<file path="config.mk">
export PLATFORM = sky130hd
export DESIGN_NAME = cpu_ctrl
export DESIGN_NICKNAME = d
export VERILOG_FILES = /design/src/rtl/cpu_defs.sv /design/src/rtl/cpu_ctrl_instr_dec.sv /design/src/rtl/cpu_ctrl.sv
export SDC_FILE = /design/constraint.sdc
export NUM_CORES = 1
export LEC_CHECK = 0
export ABC_AREA = 1
export BUFFER_PORTS_ARGS = -buffer_cell sky130_fd_sc_hd__buf_2
export CAP_MARGIN = 0
export CORE_MARGIN = 8
export CORE_UTILIZATION = 43
export DETAILED_ROUTE_END_ITERATION = 8
export GPL_TIMING_DRIVEN = 0
export PLACE_DENSITY = 0.81
export SETUP_SLACK_MARGIN = 0.02
export SKIP_CTS_REPAIR_TIMING = 1
export SYNTH_ARGS = -nofsm -noshare
export SYNTH_HDL_FRONTEND = slang
export SYNTH_SLANG_ARGS = --single-unit
</file>
<file path="constraint.sdc">
create_clock -name clk -period 1.4 [get_ports clk]
set_clock_uncertainty 0.1 [all_clocks]
set_input_delay 0.28 -clock clk [delete_from_list [all_inputs] [get_ports clk]]
set_output_delay 0.28 -clock clk [all_outputs]
set_load 0.01 [all_outputs]
</file>
<file path="src/rtl/cpu_defs.sv">
// Shared opcode, ALU, write-back select and FSM state encodings for the
// Simple RISC Machine controller.
package cpu_defs;

   localparam logic [2:0] OP_MOV = 3'b110;
   localparam logic [2:0] OP_ALU = 3'b101;

   localparam logic [1:0] ALU_ADD = 2'b00;
   localparam logic [1:0] ALU_CMP = 2'b01;
   localparam logic [1:0] ALU_AND = 2'b10;
   localparam logic [1:0] ALU_MVN = 2'b11;

   localparam logic [1:0] VSEL_C     = 2'b00;
   localparam logic [1:0] VSEL_PC    = 2'b01;
   localparam logic [1:0] VSEL_IMM8  = 2'b10;
   localparam logic [1:0] VSEL_MDATA = 2'b11;

   typedef enum logic [2:0] {
      S_WAIT      = 3'd0,
      S_DECODE    = 3'd1,
      S_GET_A     = 3'd2,
      S_GET_B     = 3'd3,
      S_COMPUTE   = 3'd4,
      S_WRITE_REG = 3'd5,
      S_WRITE_IMM = 3'd6
   } state_t;

endpackage

</file>
<file path="src/rtl/cpu_ctrl_instr_dec.sv">
// Purely combinational field split and immediate sign extension of the
// instruction register.
module instr_dec
   import cpu_defs::*;
(
   input  logic [15:0] ir,
   output logic [2:0]  opcode,
   output logic [1:0]  op,
   output logic [2:0]  rn,
   output logic [2:0]  rd,
   output logic [1:0]  sh,
   output logic [2:0]  rm,
   output logic [15:0] sximm8,
   output logic [15:0] sximm5
);

   assign opcode = ir[15:13];
   assign op     = ir[12:11];
   assign rn     = ir[10:8];
   assign rd     = ir[7:5];
   assign sh     = ir[4:3];
   assign rm     = ir[2:0];
   assign sximm8 = {{8{ir[7]}}, ir[7:0]};
   assign sximm5 = {{11{ir[4]}}, ir[4:0]};

endmodule

</file>
<file path="src/rtl/cpu_ctrl.sv">
// Instruction register plus Moore sequencing FSM that steps the datapath
// through one micro-operation per cycle for the MOV/ALU instruction subset.
module cpu_ctrl
   import cpu_defs::*;
(
   input  logic        clk,
   input  logic        reset,
   input  logic [15:0] in,
   input  logic        load,
   input  logic        s,
   output logic        w,
   output logic        err,
   output logic [2:0]  readnum,
   output logic [2:0]  writenum,
   output logic [1:0]  vsel,
   output logic        loada,
   output logic        loadb,
   output logic        asel,
   output logic        bsel,
   output logic [1:0]  shift,
   output logic [1:0]  ALUop,
   output logic        loadc,
   output logic        loads,
   output logic        write,
   output logic [15:0] sximm8,
   output logic [15:0] sximm5
);

   state_t      state_q, state_d;
   logic [15:0] ir_q, ir_d;
   logic        err_q, err_d;

   logic [2:0]  opcode;
   logic [1:0]  op;
   logic [2:0]  rn, rd, rm;
   logic [1:0]  sh;

   instr_dec u_dec (
      .ir     (ir_q),
      .opcode (opcode),
      .op     (op),
      .rn     (rn),
      .rd     (rd),
      .sh     (sh),
      .rm     (rm),
      .sximm8 (sximm8),
      .sximm5 (sximm5)
   );

   assign err = err_q;

   always_comb begin
      state_d  = state_q;
      ir_d     = ir_q;
      err_d    = err_q;
      w        = 1'b0;
      readnum  = 3'd0;
      writenum = 3'd0;
      vsel     = VSEL_C;
      loada    = 1'b0;
      loadb    = 1'b0;
      asel     = 1'b0;
      bsel     = 1'b0;
      shift    = sh;
      ALUop    = ALU_ADD;
      loadc    = 1'b0;
      loads    = 1'b0;
      write    = 1'b0;

      case (state_q)
         S_WAIT: begin
            w = 1'b1;
            // A load on the same edge as s means the new word is executed.
            if (load) ir_d = in;
            if (s) begin
               state_d = S_DECODE;
               err_d   = 1'b0;
            end
         end
         S_DECODE: begin
            if (opcode == OP_MOV && op == 2'b10)      state_d = S_WRITE_IMM;
            else if (opcode == OP_MOV && op == 2'b00) state_d = S_GET_B;
            else if (opcode == OP_ALU)                state_d = S_GET_A;
            else begin
               state_d = S_WAIT;
               err_d   = 1'b1;
            end
         end
         S_GET_A: begin
            readnum = rn;
            loada   = 1'b1;
            state_d = S_GET_B;
         end
         S_GET_B: begin
            readnum = rm;
            loadb   = 1'b1;
            state_d = S_COMPUTE;
         end
         S_COMPUTE: begin
            // MOV-reg passes the shifted B operand through A=0 via asel.
            if (opcode == OP_MOV) begin
               asel    = 1'b1;
               ALUop   = ALU_ADD;
               loadc   = 1'b1;
               state_d = S_WRITE_REG;
            end else if (op == ALU_CMP) begin
               ALUop   = ALU_CMP;
               loads   = 1'b1;
               state_d = S_WAIT;
            end else begin
               ALUop   = op;
               loadc   = 1'b1;
               state_d = S_WRITE_REG;
            end
         end
         S_WRITE_REG: begin
            writenum = rd;
            vsel     = VSEL_C;
            write    = 1'b1;
            state_d  = S_WAIT;
         end
         S_WRITE_IMM: begin
            writenum = rn;
            vsel     = VSEL_IMM8;
            write    = 1'b1;
            state_d  = S_WAIT;
         end
         default: state_d = S_WAIT;
      endcase
   end

   always_ff @(posedge clk) begin
      if (reset) begin
         state_q <= S_WAIT;
         ir_q    <= 16'h0000;
         err_q   <= 1'b0;
      end else begin
         state_q <= state_d;
         ir_q    <= ir_d;
         err_q   <= err_d;
      end
   end

endmodule
</file>
Word level (Yosys, flattened, before mapping)
Cells that the tools add are included.
W data, S select, Z words.
{"block": "word_totals", "regBits": 20, "word_cells": 55, "in_bits": 20}
{"block": "op_classes", "mux": 30, "eq_ne": 14, "reduce_logical": 8}
{"operator": "$mux W1", "n": 16}
{"operator": "$eq A3 B3 Y1 const B", "n": 5}
{"operator": "$pmux W3 S5", "n": 1}
{"operator": "$mux W2", "n": 6}
{"operator": "$mux W3", "n": 4}
{"operator": "$pmux W3 S2", "n": 2}
{"operator": "$ne A2 B2 Y1 const B", "n": 4}
{"operator": "$eq A3 B2 Y1 const B", "n": 2}
{"operator": "$reduce_and A5 Y1", "n": 1}
{"operator": "$eq A3 B1 Y1 const B", "n": 1}
{"operator": "$logic_not A3 Y1", "n": 1}
{"operator": "$eq A2 B1 Y1 const B", "n": 1}
{"operator": "$eq A2 B2 Y1 const B", "n": 1}
{"operator": "$logic_and A1 B1 Y1", "n": 2}
{"operator": "$logic_not A2 Y1", "n": 1}
{"operator": "$pmux W1 S2", "n": 1}
{"operator": "$reduce_and A2 Y1", "n": 1}
{"operator": "$reduce_bool A2 Y1", "n": 1}
{"operator": "$reduce_or A2 Y1", "n": 1}

Longest topological paths before layout
Gate-level depths: netlist of run 1.
{"block": "depth", "word_depth": 5, "ltp_mapped": 7, "mapped_depth_nobuf": 7}

Modules after synthesis
A second synthesis of run 1 with hierarchy kept.
{"block": "unflattened", "hier_cells": 202, "hier_area_um2": 1405.1}
{"module": "cpu_ctrl", "instances": 1, "area_per_inst_um2": 1044.8, "cells_each": 154}
{"module": "instr_dec", "instances": 1, "area_per_inst_um2": 360.3, "cells_each": 48}

Worst setup path after synthesis of run 1
OpenSTA, ideal clock, no wires.
{"block": "synth_path", "kind": "register to output", "startpoint": "register state_q[2]", "endpoint": "output ALUop[0]", "setup_slack_ns": -0.045, "path_buffers": 0, "stages_incl_launch_ff": 5, "arrival_ns": 1.065, "path_cell_list": "dfxtp_1 > inv_2 > nor2_1 > inv_1 > nor3_1"}
{"block": "synth_between", "elab_chain_len": 2}
{"item": "from (decl)", "line": "cpu_ctrl.sv:29", "rtl": "state_t state_q, state_d;"}
{"item": "from (signal assigned)", "line": "cpu_ctrl.sv:138", "rtl": "state_q <= state_d;"}
{"item": "$eq A3 B3 Y1", "line": "cpu_ctrl.sv:70", "rtl": "case (state_q)"}
{"item": "$mux W2", "line": "cpu_ctrl.sv:70"}
{"item": "to (decl)", "line": "cpu_ctrl.sv:21", "rtl": "output logic [1:0] ALUop,"}
Every way passes these cells.

Worst setup path in the final report of run 1
{"block": "layout_path", "startpoint": "register state_q[1]", "endpoint": "output writenum[2]"}
{"block": "layout_between", "elab_chain_len": 2, "elab_cells_between_ends": 3}
{"item": "$eq A3 B3 Y1", "line": "cpu_ctrl.sv:70"}
{"item": "$pmux W3 S2 (*)", "line": "cpu_ctrl.sv:70"}
{"item": "to (decl)", "line": "cpu_ctrl.sv:14", "rtl": "output logic [2:0] writenum,"}
Mark *: on every way between the ends. The rest lies on a longest branch, timed or not.

==> run summary, run 1 <==
Fill count - 155
Final ANT Viol Nets - 0
Slowest Stage Delay on Critical Path - 0.39 ns
CP bufs+invs - 3
Synth area leaders - dfxtp_1 32%, buf_4 22%, inv_1 7.9%, a21oi_1 6.5%, nand3_1 5.7%
WS Path Type - flop to primary output
Maxcap violations - 0
Mapped Area - 1230 um^2
Hold Path Stages - 2
TritonCTS clock tree - yes
Via count - 1505
Drt drc - 0
CP arrival - 1.42 ns
Share of the synthesized area in the top cell type - 32.5%
CTS Buf Count - 3
Worst Hold End - ir_q[4]
Placed instance area - 1630 um^2
Ys async rst share - 0%
Final wirelength - 5000 um
Largest net degree at the start of global routing - 16
Clk root buf - clkbuf_4
Most frequent cell after synthesis - buf_4
Finished Cell Area - 2220 um^2
Min Tclk post-route - 1.80 ns
Row cnt - 19
Clk sinks - 20
Hpwl dp - 2760 um
Die Span X - 69.6 um
RSZ-0062 raised after global routing - yes
Netlist cell types - 21
Leakage - 1.19 nW
Antenna cells - 0
CP Capture Type - primary output
Critical path's slowest cell - dfxtp_4
Via-to-Cell Ratio - 5.15
Worst R2R End - state_q[0]
Cell class contributing the biggest share of worst-path delay - buffers and inverters
Required time of the critical path - 1.02 ns
PortBufs - 70
Post-Syn Area per Cell - 7.17 um^2
Final Max Slew Viols - 0
Die ar. - 4840 um^2
Leading cell types by count after synthesis - 36 x buf_4, 26 x inv_1, 20 x dfxtp_1
FMAX - 557 MHz
Min-delay src - reset
Peak VDD IR - 1.10 mV
Die Height - 69.6 um
Worst hold slack - 0.119 ns
Initial core utilization - 45.1%
Share of post-route cells with drive strength above 1 - 65.1%
Failing checks - negative setup slack
FF+latch count, synth - 20
Synth warnings - 0
Fin. Hold Viols - 0
Worst R2R Start - state_q[0]
Max Fanout on Critical Path - 5
CTS Buffer Depth - 2
Later-pin clock latency in the skew report - 0.31 ns
Slew @ Worst Pin - 0.516 ns
Finish-stage setup viols - 45
Vias in the first global route - 1135
Place WS - -0.208 ns
Final period utilization - 128%
Remaining Overflow, GRT - 0
Post-synth EDFFs - 0
Area Growth Syn to Fin - 80.3%
I/O Pins - 73
Final setup margin - -0.396 ns
Relative slew slack - 65.4%
DR iter-0 viols - 99
Core area - 2730 um^2
DR WL/cell - 17.1 um
CP Launch Type - flop
Status - complete, but fails checks
GRT Util Overall - 13.2%
Initial antenna violation count - 0
Nets@finish - 282
Cells on worst reg2reg path - 6
First-pass GRT wire length - 5390 um
Sequential-to-total area share from yosys stat - 32.5%
HP Class - input port to flop
Routability cong. - 0.837
Area leader, netlist - dfxtp_1
FF-to-FF setup slack - -0.24 ns
Predominant post-synthesis flop cell - dfxtp_1
Router iterations before antenna repair - 4
Pwr dens - 820 nW/um^2
Worst path cell trace - buf_4 > inv_1 > nand3_2 > o22ai_1 > buf_2
Syn Inst Count - 172
Number of H-tree levels - 1
Worst-path clk slew - 0.13 ns
[area by class of cell]
class                      instances  area (um^2)  area share, %
inverter                          28          108           4.84
sequential                        20          422           19.0
tap                               31         38.8           1.74
timing repair buffer              83          636           28.6
buffer                            39          373           16.8
clock inverter                     1         30.0           1.35
clock buffer                       3         22.5           1.01
multi-input combinational         87          596           26.8
[cells by family after synthesis]
group	synth area share (%)
buffers and inverters	32.7
flip-flops	32.5
AO/OA/AOI/OAI	16.0
AND/OR/NAND/NOR	18.6
other	0.304
[metrics by stage]
| step | total power, mW | cells | TNS (ns) | utilization (%) |
|---|---|---|---|---|
| after floorplan | 0.945 | 173 | -0.0894 | - |
| after global placement | 1.08 | 274 | -0.830 | 59.5 |
| after detailed placement | 1.09 | 274 | -1.37 | 59.5 |
| after CTS | 1.57 | 278 | -11.10 | 61.4 |
| after global routing | 1.89 | 292 | -9.23 | 81.4 |
| final | 1.82 | 292 | -6.37 | 81.4 |
[layer usage]
metal	global-route usage (%)	vias up	routed length (um)
li1	-	696	-
met1	14.1	716	1800
met2	23.2	83	2730
met3	5.01	10	367
met4	4.56	0	103
met5	0	-	0
[power by group]
group	total (mW)	internal (mW)	leakage (nW)	switching [mW]
Combinational	0.683	0.369	0.988	0.314
Clock	0.487	0.290	0.0279	0.197
Sequential	0.655	0.612	0.169	0.0425
[flip-flops by register name, indices dropped and copies added, names as in the netlist]
signal / cells
err: 1
ir_q: 16
state_q: 3
[cell usage in the layout, fill, tap and decap left out, types with 7 or more instances in the layout]
| cell type | count |
|---|---|
| a21oi_2 | 12 |
| buf_2 | 50 |
| buf_4 | 24 |
| buf_6 | 42 |
| dfxtp_1 | 13 |
| inv_1 | 24 |
| nand2_1 | 11 |
| nand3_1 | 10 |
| nor2_1 | 10 |
| o21ai_1 | 7 |
[worst max-delay path by stage]
stage,endpoint,depth (start not counted),slack (ns),startpoint
finish,writenum[2],5,-0.40,state_q[1]
global route,ALUop[0],6,-0.44,state_q[1]
CTS,ALUop[0],5,-0.59,state_q[2]
detailed placement,ALUop[0],5,-0.21,state_q[2]
global placement,ALUop[1],5,-0.16,state_q[2]
floorplan,ALUop[0],4,-0.04,state_q[2]
(Power assumes the default switching activity.)
==> run 2: changes to the inputs <==
CORE_ASPECT_RATIO = 0.8   (was unset)
CORE_UTILIZATION = 39   (was 43)
PLACE_DENSITY = 0.75   (was 0.81)
==> run 2 against run 1 <==
The flow still finishes with violations (negative setup slack); first-iteration DRC count fell by 27%; die area up 8.1%; final area shrank 18%; sequential share of layout area is 3.6 points higher; critical endpoint is now readnum[2]; via count decreased by 14%; routed wire length down 29%; flip-flop and latch count did not move; register-to-register slack improved by 0.14 ns; clock power increased by 18%; highest routed layer unchanged; maximum frequency rose by 6.6%.
==> run summary, run 2 (synthesis gave the netlist of run 1 again) <==
Die Span X - 78.9 um (+13%)
Routability cong. - 0.858 (+2.5%)
FF-to-FF setup slack - -0.10 ns (+0.14 ns)
Placed instance area - 1640 um^2 (+0.69%)
Clk sinks - 20 (unchanged)
Core area - 3060 um^2 (+12%)
Fin. Hold Viols - 0 (unchanged)
Status - complete, but fails checks
Min-delay src - reset
Commonest non-fill, non-tap cell in the layout - buf_2
Crit path launch - state_q[2]
Die Height - 66.3 um (-4.7%)
CTS Buf Count - 3 (unchanged)
Maxcap violations - 0 (unchanged)
Router iterations before antenna repair - 4 (unchanged)
Final setup margin - -0.284 ns (+0.112 ns)
Finished Cell Area - 1830 um^2 (-18%)
Finish-stage setup viols - 31 (-31%)
Worst path cell trace - inv_2 > nand3_2 > o22ai_1 > buf_2
Most frequent cells in the layout - 69 x buf_2, 39 x buf_4, 25 x inv_1
Required time of the critical path - 1.02 ns (about the same)
I/O Pins - 73 (unchanged)
Largest net degree at the start of global routing - 16 (unchanged)
Critical path's slowest cell - dfxtp_4
CP bufs+invs - 2 (-1)
Clk root buf - clkbuf_8
GRT busiest layer - met2
CTS Buffer Depth - 2 (unchanged)
Later-pin clock latency in the skew report - 0.26 ns (-0.05 ns)
Row cnt - 18 (-1)
RSZ-0062 raised after global routing - yes
Largest Register - ir_q
Min Tclk post-route - 1.68 ns (-0.112 ns)
Initial core utilization - 40.3% (-4.8 points)
M1 GR Usage - 15.5% (+1.4 points)
Max FFs per register - 16 (unchanged)
WS Path Type - flop to primary output
Worst R2R Start - state_q[1]
DR WL/cell - 12.3 um (-28%)
Number of H-tree levels - 1 (unchanged)
Area Growth Syn to Fin - 48.5%
TritonCTS clock tree - yes
Nets@finish - 272 (-3.5%)
Peak VDD IR - 0.588 mV (-46%)
GRT Util Overall - 12.8% (-0.48 points)
Via-to-Cell Ratio - 4.42 (-14%)
PortBufs - 70 (unchanged)
CP Launch Type - flop
Cell class contributing the biggest share of worst-path delay - flip-flops
Final wirelength - 3570 um (-29%)
FMAX - 594 MHz (+6.6%)
Final Max Slew Viols - 0 (unchanged)
Worst-path clk slew - 0.08 ns (-0.05 ns)
Levels on crit path - 4 (-1)
Die ar. - 5230 um^2 (+8.1%)
Final core utilization - 59.8% (-22 points)
Cells on worst reg2reg path - 8 (+2)
Met3 GRT Util - 5.16% (+0.16 points)
HP Class - input port to flop
Crit path capture - readnum[2]
Vias in the first global route - 1157 (+1.9%)
Leakage - 1.05 nW (-11%)
Hpwl dp - 2730 um (-0.97%)
Max Fanout on Critical Path - 6 (+1)
GRT met2 Usage - 20.4% (-2.7 points)
Share of post-route cells with drive strength above 1 - 55.8% (-9.4 points)
Final ANT Viol Nets - 0 (unchanged)
CP arrival - 1.30 ns (-0.12 ns)
Initial antenna violation count - 0 (unchanged)
CP Capture Type - primary output
Pwr dens - 925 nW/um^2 (+13%)
Drt drc - 0 (unchanged)
First-pass GRT wire length - 5420 um (+0.65%)
Remaining Overflow, GRT - 0 (unchanged)
Slowest Stage Delay on Critical Path - 0.38 ns (about the same)
DR iter-0 viols - 72 (-27%)
Final period utilization - 120% (-8.0 points)
Via count - 1287 (-14%)
Antenna cells - 0 (unchanged)
Place WS - -0.186 ns (+0.0226 ns)
Worst R2R End - ir_q[2]
Failing checks - negative setup slack
run 2: cell count changes in the layout (fill, tap and decap cells not counted), sizes merged:
cell / before / now
buf: 119 / 112
nand2: 18 / 17
clkbuf: 6 / 4
run 2: final cells by class:
| class | count | area, um^2 |
|---|---|---|
| fill | 295 | 1230 |
| sequential | 20 | 413 |
| inverter | 28 | 108 |
| clock inverter | 1 | 30.0 |
| tap | 40 | 50.0 |
| multi-input combinational | 86 | 502 |
| timing repair buffer | 74 | 390 |
| clock buffer | 3 | 41.3 |
| buffer | 39 | 298 |
run 2: metal layers:
layer  share of wire [%]  wire length (um)
met2                  48              1730
met5                   0                 0
met1                  43              1520
met3                 8.1               290
met4                0.62                22
run 2: how the worst min path moves through the flow:
| stage | endpoint | slack [ns] | depth (start not counted) |
|---|---|---|---|
| floorplan | ir_q[14] | 0.25 | 1 |
| CTS | ir_q[3] | 0.15 | 2 |
| detailed placement | err | 0.34 | 2 |
| global placement | err | 0.33 | 2 |
| global route | ir_q[4] | 0.14 | 2 |
| finish | ir_q[4] | 0.14 | 2 |
run 2: per-stage QoR:
stage / hold slack (ns) / setup TNS, ns / cells / power, mW
after global routing: 0.142 / -7.47 / 291 / 1.79
after floorplan: 0.249 / -0.0894 / 173 / 0.945
after detailed placement: 0.341 / -0.991 / 283 / 1.09
after CTS: 0.147 / -8.11 / 287 / 1.67
final: 0.138 / -4.18 / 291 / 1.69
after global placement: 0.333 / -0.995 / 283 / 1.09
run 2: report_power, final:
| part | total (mW) | switching, mW | internal [mW] |
|---|---|---|---|
| sequential | 0.655 | 0.0435 | 0.612 |
| clock | 0.577 | 0.195 | 0.382 |
| combinational | 0.463 | 0.223 | 0.240 |
==> run 3: changes to the inputs <==
BUFFER_PORTS_ARGS = -buffer_cell sky130_fd_sc_hd__buf_4   (was -buffer_cell sky130_fd_sc_hd__buf_2)
==> run 3 against run 2 <==
The run still ends with negative setup slack left; clock power shrank 21%; count of clock-buffer cells in the layout grew 1; combinational power grew 46%; register-to-register slack lost 0.13 ns; critical path type unchanged.
==> run summary, run 3 (synthesis gave the netlist of run 1 again) <==
Status - complete, but fails checks
Failing checks - negative setup slack
DR WL/cell - 16.7 um (+36%)
Pwr dens - 783 nW/um^2 (-15%)
Share of post-route cells with drive strength above 1 - 68.5% (+13 points)
Number of H-tree levels - 1 (unchanged)
CTS Buffer Depth - 2 (unchanged)
Via-to-Cell Ratio - 4.81 (+8.8%)
Initial antenna violation count - 0 (unchanged)
Cells on worst reg2reg path - 9 (+1)
CP Launch Type - flop
Later-pin clock latency in the skew report - 0.26 ns (about the same)
Vias in the first global route - 1096 (-5.3%)
Router iterations before antenna repair - 4 (unchanged)
Clk sinks - 20 (unchanged)
PortBufs - 70 (unchanged)
Die Span X - 78.9 um (unchanged)
Final setup margin - -0.306 ns (-0.0222 ns)
FMAX - 586 MHz (-1.3%)
Final Max Slew Viols - 0 (unchanged)
Placed Cells - 283 (unchanged)
Initial core utilization - 40.3% (unchanged)
Maxcap violations - 0 (unchanged)
Worst hold slack - 0.131 ns (-0.00604 ns)
Min-delay src - reset
Max FFs per register - 16 (unchanged)
Drt drc - 0 (unchanged)
RSZ-0062 raised after global routing - yes
Leakage - 1.17 nW (+12%)
Hpwl dp - 2850 um (+4.2%)
WS Path Type - flop to primary output
Area Growth Syn to Fin - 85.9%
Final wirelength - 5010 um (+41%)
Commonest non-fill, non-tap cell in the layout - buf_4
Core area - 3060 um^2 (unchanged)
Worst R2R Start - state_q[1]
CTS Buf Count - 3 (unchanged)
Routability cong. - 0.787 (-8.3%)
Finish-stage setup viols - 32 (+3.2%)
Largest net degree at the start of global routing - 16 (unchanged)
Nets@finish - 281 (+3.3%)
Via count - 1443 (+12%)
Required time of the critical path - 1.02 ns (about the same)
Max Fanout on Critical Path - 3 (-3)
Worst-path clk slew - 0.08 ns (about the same)
Die ar. - 5230 um^2 (unchanged)
Hold Path Stages - 2 (unchanged)
DR iter-0 viols - 95 (+32%)
CP arrival - 1.33 ns (+0.03 ns)
TritonCTS clock tree - yes
I/O Pins - 73 (unchanged)
Antenna cells - 0 (unchanged)
Clk root buf - clkbuf_8
Final period utilization - 122% (+1.6 points)
Crit path launch - ir_q[13]
Min Tclk post-route - 1.71 ns (+0.0222 ns)
Largest Register - ir_q
CP Capture Type - primary output
Final ANT Viol Nets - 0 (unchanged)
HP Class - input port to flop
Final non-filler cell total - 300 (+3.1%)
Most frequent cells in the layout - 111 x buf_4, 23 x inv_1, 15 x dfxtp_1
Peak VDD IR - 0.606 mV (+3.0%)
Fin. Hold Viols - 0 (unchanged)
First-pass GRT wire length - 5410 um (-0.26%)
Die Height - 66.3 um (unchanged)
Row cnt - 18 (unchanged)
Remaining Overflow, GRT - 0 (unchanged)
GRT Util Overall - 12.9% (+0.10 points)
==> run 3: critical path, cell delays in order, from the launching register on <==
cell and delay (ns):
dfxtp_1 0.38, inv_1 0.10, nand3_1 0.15, nand3_1 0.11, nand2_1 0.14, inv_1 0.05
buf_4 0.14
==> run 3: final timing paths <==
check / slack [ns] / to
max: -0.31 / loadc
min: 0.13 / ir_q[4]
max reg2reg: -0.23 / ir_q[7]
min reg2reg: 0.36 / err
==> run 3: power breakdown <==
part | leakage, nW | internal (mW) | total (mW) | switching, mW
Sequential | 0.168 | 0.612 | 0.665 | 0.0524
Combinational | 0.976 | 0.372 | 0.676 | 0.304
Clock | 0.0288 | 0.251 | 0.455 | 0.204
==> run 3: through the flow <==
stage	cell area, um^2	total power [mW]	utilization, %	setup TNS (ns)	worst slack (ns)
2_1_floorplan	1240	0.945	-	-0.0894	-0.0447
3_3_place_gp	1810	1.15	59.2	-0.964	-0.190
3_5_place_dp	1810	1.16	59.2	-1.00	-0.206
4_1_cts	1870	1.60	61.0	-8.13	-0.513
5_1_grt	2290	1.86	74.9	-8.36	-0.381
6_report	2290	1.80	74.9	-6.41	-0.306
==> run 3: cell type report <==
class                      count  area, um^2
buffer                        39         305
tap                           40        50.0
inverter                      28         110
fill                         223         769
clock buffer                   4        55.1
multi-input combinational     87         668
sequential                    20         414
timing repair buffer          82         691
==> run 3: routing by layer <==
metal,part of all wire (%),GRT usage (%),vias to the layer above
met2,50,20.8,54
met1,42,16.3,683
li1,-,-,693
met3,6.1,4.08,13
met5,0,0,-
met4,2.0,2.76,0
